## src/rtl/regfile_pkg.sv

```systemverilog
// rtl/regfile_pkg.sv - shared constants, operand-source encoding and bus slicing for the register file
package regfile_pkg;

  localparam int DEF_DATA_W = 32;
  localparam int DEF_ADDR_W = 5;
  localparam int REG_ZERO   = 0;

  typedef enum logic [1:0] {
    SRC_ZERO,
    SRC_FWD,
    SRC_WB,
    SRC_ARRAY
  } src_e;

  function automatic int slice_lo(input int idx, input int width);
    return idx * width;
  endfunction

endpackage

```

## src/rtl/regfile_scoreboard.sv

```systemverilog
// rtl/regfile_scoreboard.sv - busy bits for registers owned by long-latency writers
module regfile_scoreboard
  import regfile_pkg::*;
#(
  parameter int ADDR_W = DEF_ADDR_W
) (
  input  logic                   clk,
  input  logic                   rst,
  input  logic                   set,
  input  logic [ADDR_W-1:0]      set_addr,
  input  logic                   clr,
  input  logic [ADDR_W-1:0]      clr_addr,
  output logic [2**ADDR_W-1:0]   busy
);

  localparam int DEPTH = 2**ADDR_W;

  logic [DEPTH-1:0] busy_q;

  // Set is evaluated after clear so the younger issuing op keeps ownership.
  always_ff @(posedge clk or posedge rst) begin
    if (rst) begin
      busy_q <= '0;
    end else begin
      for (int k = 1; k < DEPTH; k++) begin
        if (set && set_addr == ADDR_W'(k)) begin
          busy_q[k] <= 1'b1;
        end else if (clr && clr_addr == ADDR_W'(k)) begin
          busy_q[k] <= 1'b0;
        end
      end
      busy_q[REG_ZERO] <= 1'b0;
    end
  end

  assign busy = busy_q;

endmodule

```

## src/rtl/regfile_bypass.sv

```systemverilog
// rtl/regfile_bypass.sv - multi-port register file with youngest-first forwarding, load-use and scoreboard stall
module regfile_bypass
  import regfile_pkg::*;
#(
  parameter int DATA_W = DEF_DATA_W,
  parameter int ADDR_W = DEF_ADDR_W,
  parameter int NRD    = 2,
  parameter int NFWD   = 3
) (
  input  logic                     clk,
  input  logic                     rst,
  input  logic [NRD-1:0]           rd_en,
  input  logic [NRD*ADDR_W-1:0]    raddr,
  output logic [NRD*DATA_W-1:0]    rdata,
  input  logic                     we,
  input  logic [ADDR_W-1:0]        waddr,
  input  logic [DATA_W-1:0]        wdata,
  input  logic [NFWD-1:0]          fwd_wreg,
  input  logic [NFWD*ADDR_W-1:0]   fwd_waddr,
  input  logic [NFWD*DATA_W-1:0]   fwd_wdata,
  input  logic [NFWD-1:0]          fwd_rdy,
  input  logic                     sb_set,
  input  logic [ADDR_W-1:0]        sb_set_addr,
  input  logic                     sb_clr,
  input  logic [ADDR_W-1:0]        sb_clr_addr,
  output logic                     stall
);

  localparam int DEPTH = 2**ADDR_W;
  localparam int FW    = (NFWD > 1) ? $clog2(NFWD) : 1;
  localparam logic [ADDR_W-1:0] ZERO_ADDR = ADDR_W'(REG_ZERO);

  logic [DATA_W-1:0] mem [DEPTH];
  logic [DEPTH-1:0]  busy;
  logic [NRD-1:0]    hazard;

  always_ff @(posedge clk or posedge rst) begin
    if (rst) begin
      for (int k = 0; k < DEPTH; k++) begin
        mem[k] <= '0;
      end
    end else if (we && waddr != ZERO_ADDR) begin
      mem[waddr] <= wdata;
    end
  end

  regfile_scoreboard #(
    .ADDR_W   (ADDR_W)
  ) u_scoreboard (
    .clk      (clk),
    .rst      (rst),
    .set      (sb_set),
    .set_addr (sb_set_addr),
    .clr      (sb_clr),
    .clr_addr (sb_clr_addr),
    .busy     (busy)
  );

  for (genvar i = 0; i < NRD; i++) begin : g_port
    logic [ADDR_W-1:0] ra;
    src_e              src;
    logic [FW-1:0]     fsel;
    logic [DATA_W-1:0] rd;
    logic              haz;

    assign ra = raddr[slice_lo(i, ADDR_W) +: ADDR_W];

    // Walk oldest to youngest so the lowest-index (youngest) match lands last.
    always_comb begin
      src  = SRC_ARRAY;
      fsel = '0;
      if (we && waddr == ra) begin
        src = SRC_WB;
      end
      for (int j = NFWD - 1; j >= 0; j--) begin
        if (fwd_wreg[j] && fwd_waddr[slice_lo(j, ADDR_W) +: ADDR_W] == ra) begin
          src  = SRC_FWD;
          fsel = FW'(j);
        end
      end
      if (ra == ZERO_ADDR) begin
        src = SRC_ZERO;
      end
    end

    always_comb begin
      rd  = '0;
      haz = 1'b0;
      case (src)
        SRC_ZERO: rd = '0;
        SRC_FWD: begin
          rd  = fwd_wdata[slice_lo(int'(fsel), DATA_W) +: DATA_W];
          haz = !fwd_rdy[fsel];
        end
        SRC_WB:  rd = wdata;
        default: begin
          rd  = mem[ra];
          haz = busy[ra];
        end
      endcase
    end

    assign rdata[slice_lo(i, DATA_W) +: DATA_W] = rd;
    assign hazard[i] = rd_en[i] & haz;
  end

  assign stall = |hazard;

endmodule

```

## config.mk

```make
export PLATFORM = sky130hd
export DESIGN_NAME = regfile_bypass
export DESIGN_NICKNAME = d
export VERILOG_FILES = /design/src/rtl/regfile_pkg.sv /design/src/rtl/regfile_scoreboard.sv /design/src/rtl/regfile_bypass.sv
export SDC_FILE = /design/constraint.sdc
export NUM_CORES = 2
export LEC_CHECK = 0
export ABC_AREA = 0
export CAP_MARGIN = 25
export CORE_ASPECT_RATIO = 0.75
export CORE_UTILIZATION = 55
export DETAILED_ROUTE_END_ITERATION = 12
export PLACE_DENSITY_LB_ADDON = 0.05
export REMOVE_ABC_BUFFERS = 1
export SETUP_SLACK_MARGIN = 0.5
export SYNTH_ARGS = -nofsm -noshare
export SYNTH_HDL_FRONTEND = slang
export SYNTH_HIERARCHICAL = 1
export SYNTH_SLANG_ARGS = --single-unit
```

## constraint.sdc

```tcl
create_clock -name clk -period 57.2 [get_ports clk]
set_input_delay 11.44 -clock clk [delete_from_list [all_inputs] [get_ports clk]]
set_output_delay 11.44 -clock clk [all_outputs]
set_load 0.01 [all_outputs]
```

### Yosys cells after proc, flatten, opt, wreduce, memory -nomap -nowiden

Index checks and enable logic that the tools add are counted.

| cells by class | value |
|---|---|
| eq/ne operators | 74 |
| shifts and indexed selects | 2 |
| reductions and logical operators | 113 |
| magnitude comparators | 8 |
| multiplexer cells | 99 |
| bitwise operators | 5 |

Operators by type and width:

| cell | count |
|---|---|
| $bwmux 1024 | 1 |
| $bmux 32 s5 | 2 |
| $pmux 32 s3 | 2 |
| $shiftx 96x8->32 | 2 |
| $demux 32 s5 | 1 |
| $eq 5x5->1 const B | 32 |
| $mux 32 | 5 |
| $eq 5x4->1 const B | 16 |
| $logic_and 1x1->1 | 72 |
| $mux 1 | 68 |
| $reduce_bool 2->1 | 31 |
| $eq 5x3->1 const B | 8 |
| $eq 5x5->1 | 8 |
| $mux 2 | 14 |
| $eq 5x2->1 const B | 4 |
| $ge 6x6->1 const B | 3 |
| $not 5->6 | 3 |
| $lt 5x6->1 const B | 2 |
| $bmux 1 s5 | 2 |
| $eq 5x1->1 const B | 2 |
| $logic_not 5->1 | 2 |
| $lt 2x3->1 const B | 2 |
| $lt 6x1->1 const B | 1 |
| $reduce_or 2->1 | 3 |
| 8 further kinds | 15 |

| storage, ports and cells | value |
|---|---|
| register bits | 1055 |
| logic and storage cells | 364 |
| output and inout bits | 65 |
| bits of input ports | 181 |

### Longest topological paths before layout

| depth | value |
|---|---|
| depth in word-level cells | 12 |
| depth in mapped cells | 11 |
| mapped depth without buffers | 6 |

### Hierarchy

Netlist, hierarchy kept.

Modules (own cells, without submodules):

| module | cells an instance | area an instance (um^2) | sequential area each (um^2) | times used |
|---|---|---|---|---|
| regfile_bypass | 3809 | 57949.3 | 25624.6 | 1 |
| regfile_scoreboard | 126 | 1315.0 | 775.7 | 1 |

### Worst setup path before layout

No wires, ideal clock.

| timing | value |
|---|---|
| kind | input-to-output |
| start point | in raddr[1] |
| end point | out rdata[19] |
| stages on the path | 10 |
| arrival time | 13.361 ns |
| path buffers | 5 |
| required time | 45.760 ns |
| setup slack | 32.399 ns |
| cells stage by stage | buf_4 buf_12 buf_12 xor2_1 nor4_2 and3_1 buf_2 buf_2 a21oi_1 a2111oi_1 |

| on the way | value |
|---|---|
| cells in the longest elaborated chain, start to end | 9 |
| elaborated cells on any way between the ends | 26 |
| those cells by class | 6 x eq/ne; 1 x shift; 12 x mux; 1 x bitwise; 6 x reduce/logical |

RTL lines:

| element | line | source |
|---|---|---|
| from (decl) | regfile_bypass.sv:13 | `input logic [NRD*ADDR_W-1:0] raddr,` |
| parallel branches: the longest is 8 deep, another holds $shiftx 96x8->32 | -- |  |
| $pmux 32 s3 (*) | regfile_bypass.sv:89 | `case (src)` |
| to (decl) | regfile_bypass.sv:14 | `output logic [NRD*DATA_W-1:0] rdata,` |

Mark *: on every way between the ends. The select of a mux whose other input is x is not followed.

### Worst setup path in the final report

| timing | value |
|---|---|
| start point | in raddr[1] |
| end point | out rdata[29] |

The elaborated chain is that of the path after synthesis.

==> results.toml <==
[synthesis]
synth-seq-area-share_pct = 44.55
syn_avg_cell_area_um2 = 15.06
postSynthCellCount = 3935
netlist_top_cells_area = "dfrtp_1 45%, mux4_2 24%, mux2_2 19%, clkbuf_1 1.4%, mux2i_1 1.1%"
synth.most_common_cell = "dfrtp_1"
synth_warnings = 6
synth_edf_count = 0
synth_commonest_cells = "1055 x dfrtp_1, 995 x mux2_2, 623 x mux4_2, 227 x clkbuf_1, 124 x buf_2"
syn_area_um2 = 59260
yosys.area.top_type = "dfrtp_1"
synth_top_area_share_pct = 44.55
ys_types = 67
ys_seq_elements = 1055
synth_ff_type = "dfrtp_1"
async_flop_share_pct = 100.0

[sta]
min_period_over_period_pct = 50.48
min_period_ns = 28.87
skew_ns = 0
hold_viol_final = 0
rsz0062_at_grt = "no"
max_freq_ghz = 0.03463
setup_violations = 0
drv_slew = 0
fin_setup_tns_ns = 0
worstMarginPinSlew_ns = 1.133
slew_headroom_pct = 24.48

[worst_hold_path]
hp-class = "flop to flop"
min-delay-start = "mem[998]"

[power]
combPwrFrac_pct = 22.8
netSwitchingPower_uw = 618.2
power.leakage_nw = 27.80
clockPowerShare_pct = 33.2
power_mw = 2.273
power_per_cell_area_nw_per_um2 = 34.04
p_int_mw = 1.655
vdd_ir_drop_max_mv = 0.02598
seq_power_share_pct = 44.0
switching_share_pct = 27.20

[clock_tree]
cts_sinks = 1055
clkTransAtPathRegs_ns = 0.06
hold_buffers = 0
cts_buffer_depth = 3
insertion_delay_ns = 0.69
cts_tree = "yes"
cts_root_buf = "clkbuf_16"
post_cts_resized = 0
post_cts_buffers = 0
htreeDepth = 3
cts_inserted_buffers = 108

[setup_path]
crit_top_cell = "buf_4"
critPathKind = "input pin to output port"
critPathTopFamily = "buffers and inverters"
cp-startpoint = "raddr[1]"
path_cells = "buf_8 -> buf_4 -> buf_4 -> buf_4 -> buf_4 -> mux4_2 -> mux2i_1 -> a22o_1 -> nor3_1 -> a21oi_1 -> a2111oi_2 -> clkdlybuf4s50_1"
worstSetupEndpointType = "output port"
crit_slowest_cell = "buf_4"
critical_path_arrival_ns = 17.43
cpPeakStageDelay_ns = 0.80
crit_required_ns = 45.76
timing.critical_path.buf_inv = 6
crit_fanout = 43
r2r_start = "mem[490]"
cp-start-kind = "input pin"

[place]
dp_hpwl_mm = 111.1
place.gp.congestion = 0.8675
io_buffers = 245

[floorplan]
boundaryPins = 246
coreArea_um2 = 106100
dieHeight_um = 286.3
die_w_um = 381.0
start_util_pct = 55.88
die-area_um2 = 109100
rows = 103

[global_route]
overflow = 0
track_usage_pct = 35.93
grt_pass1_wl_mm = 286.4
grt_max_degree = 196
grt_pass1_vias = 41620
antenna_found_initial = 4

[cells_and_area]
fillers = 7610
drive_gt1_share_pct = 50.37
fin_nets = 4134
area_growth_pct = 12.66

[detailed_routing]
firstDrtPassIters = 6
wl_per_cell_um = 35.49
vias = 39610
drc_errors = 0
ant_nets = 0
vias_per_cell = 7.256
totalWireLength_mm = 193.8
drt_iter0_drc = 4125

[run_status]
outcome = "complete, no violations"

[run]
drv_cap = 0
[state kept, by name (all words and copies together), names as in the netlist]
register           cells
u_scoreboard/busy     31
mem                 1024
[placed cells by master (no fill, tap or decap), types with 30 or more instances in the layout]
cell type,synthesis,layout
dfrtp_1,1055,1055
mux2_2,995,995
mux4_2,623,623
clkdlybuf4s50_1,0,235
clkbuf_16,0,117
o21ai_0,111,111
buf_4,27,96
mux2i_1,67,67
nor2_1,82,66
nand2_1,54,39
nand3_1,44,39
a21oi_1,34,34
nor3_1,33,33
a211oi_1,33,33
xor2_1,32,32
a21boi_0,32,32
a221oi_1,32,32
o22ai_1,32,32
a22o_1,31,31
a2111oi_2,30,30
[power by group through the flow]
stage / Sequential, mW / Clock, mW / Combinational (mW)
floorplan: 0.968 / 0 / 0.358
finish: 1.00 / 0.755 / 0.518
global placement: 0.994 / 0 / 0.494
CTS: 0.996 / 0.765 / 0.512
global route: 1.02 / 0.795 / 0.548
detailed placement: 1.01 / 0 / 0.509
[final cells by class]
class / count / area, µm² / share of cell area, %
Inverter: 8 / 38.79 / 0.05809
Tap cell: 1417 / 1773 / 2.655
Multi-Input combinational cell: 2410 / 30870 / 46.24
Clock buffer: 153 / 3166 / 4.741
Clock inverter: 44 / 588.1 / 0.8808
Sequential cell: 1055 / 26400 / 39.54
Antenna cell: 2 / 5.005 / 0.007496
Timing Repair Buffer: 370 / 3924 / 5.877
[per-stage QoR]
step	instances	cell area (µm²)	hold WS (ns)	utilization, %	setup WS [ns]
after CTS	5432	66140	0.3974	62.36	28.27
after detailed placement	5235	62390	0.3836	58.82	28.28
final	5459	66770	0.3969	62.95	28.33
after floorplan	3473	57070	0.3653	-	16.94
after global placement	5234	62360	0.3816	58.80	28.34
after global routing	5459	66770	0.4127	62.95	28.00
[logic make-up after synthesis]
logic type	share of synthesized area, %
other	0.006328
buffers and inverters	3.747
AOI/OAI and AO/OA	4.942
xor gates and xnor gates	0.5911
and+or+nand+nor	2.453
muxes	43.71
DFF	44.55
[layer usage]
metal	track usage, %	vias to the layer above	wire length [µm]
met5	0	-	0
met4	14.15	0	8690
met3	10.00	486	20750
met2	54.20	2317	87860
met1	49.88	21340	76460
li1	-	15470	-
[path summary, 6_finish.rpt]
check	slack, ns	cells after the start	to
max	28.33	12	rdata[29]
min	0.40	0	mem[998]
max reg2reg	56.38	1	mem[490]
min reg2reg	0.40	0	mem[998]
max in group asynchronous	43.36	4	mem[687]
min in group asynchronous	11.27	2	u_scoreboard/busy[13]
(Power assumes the default switching activity.)
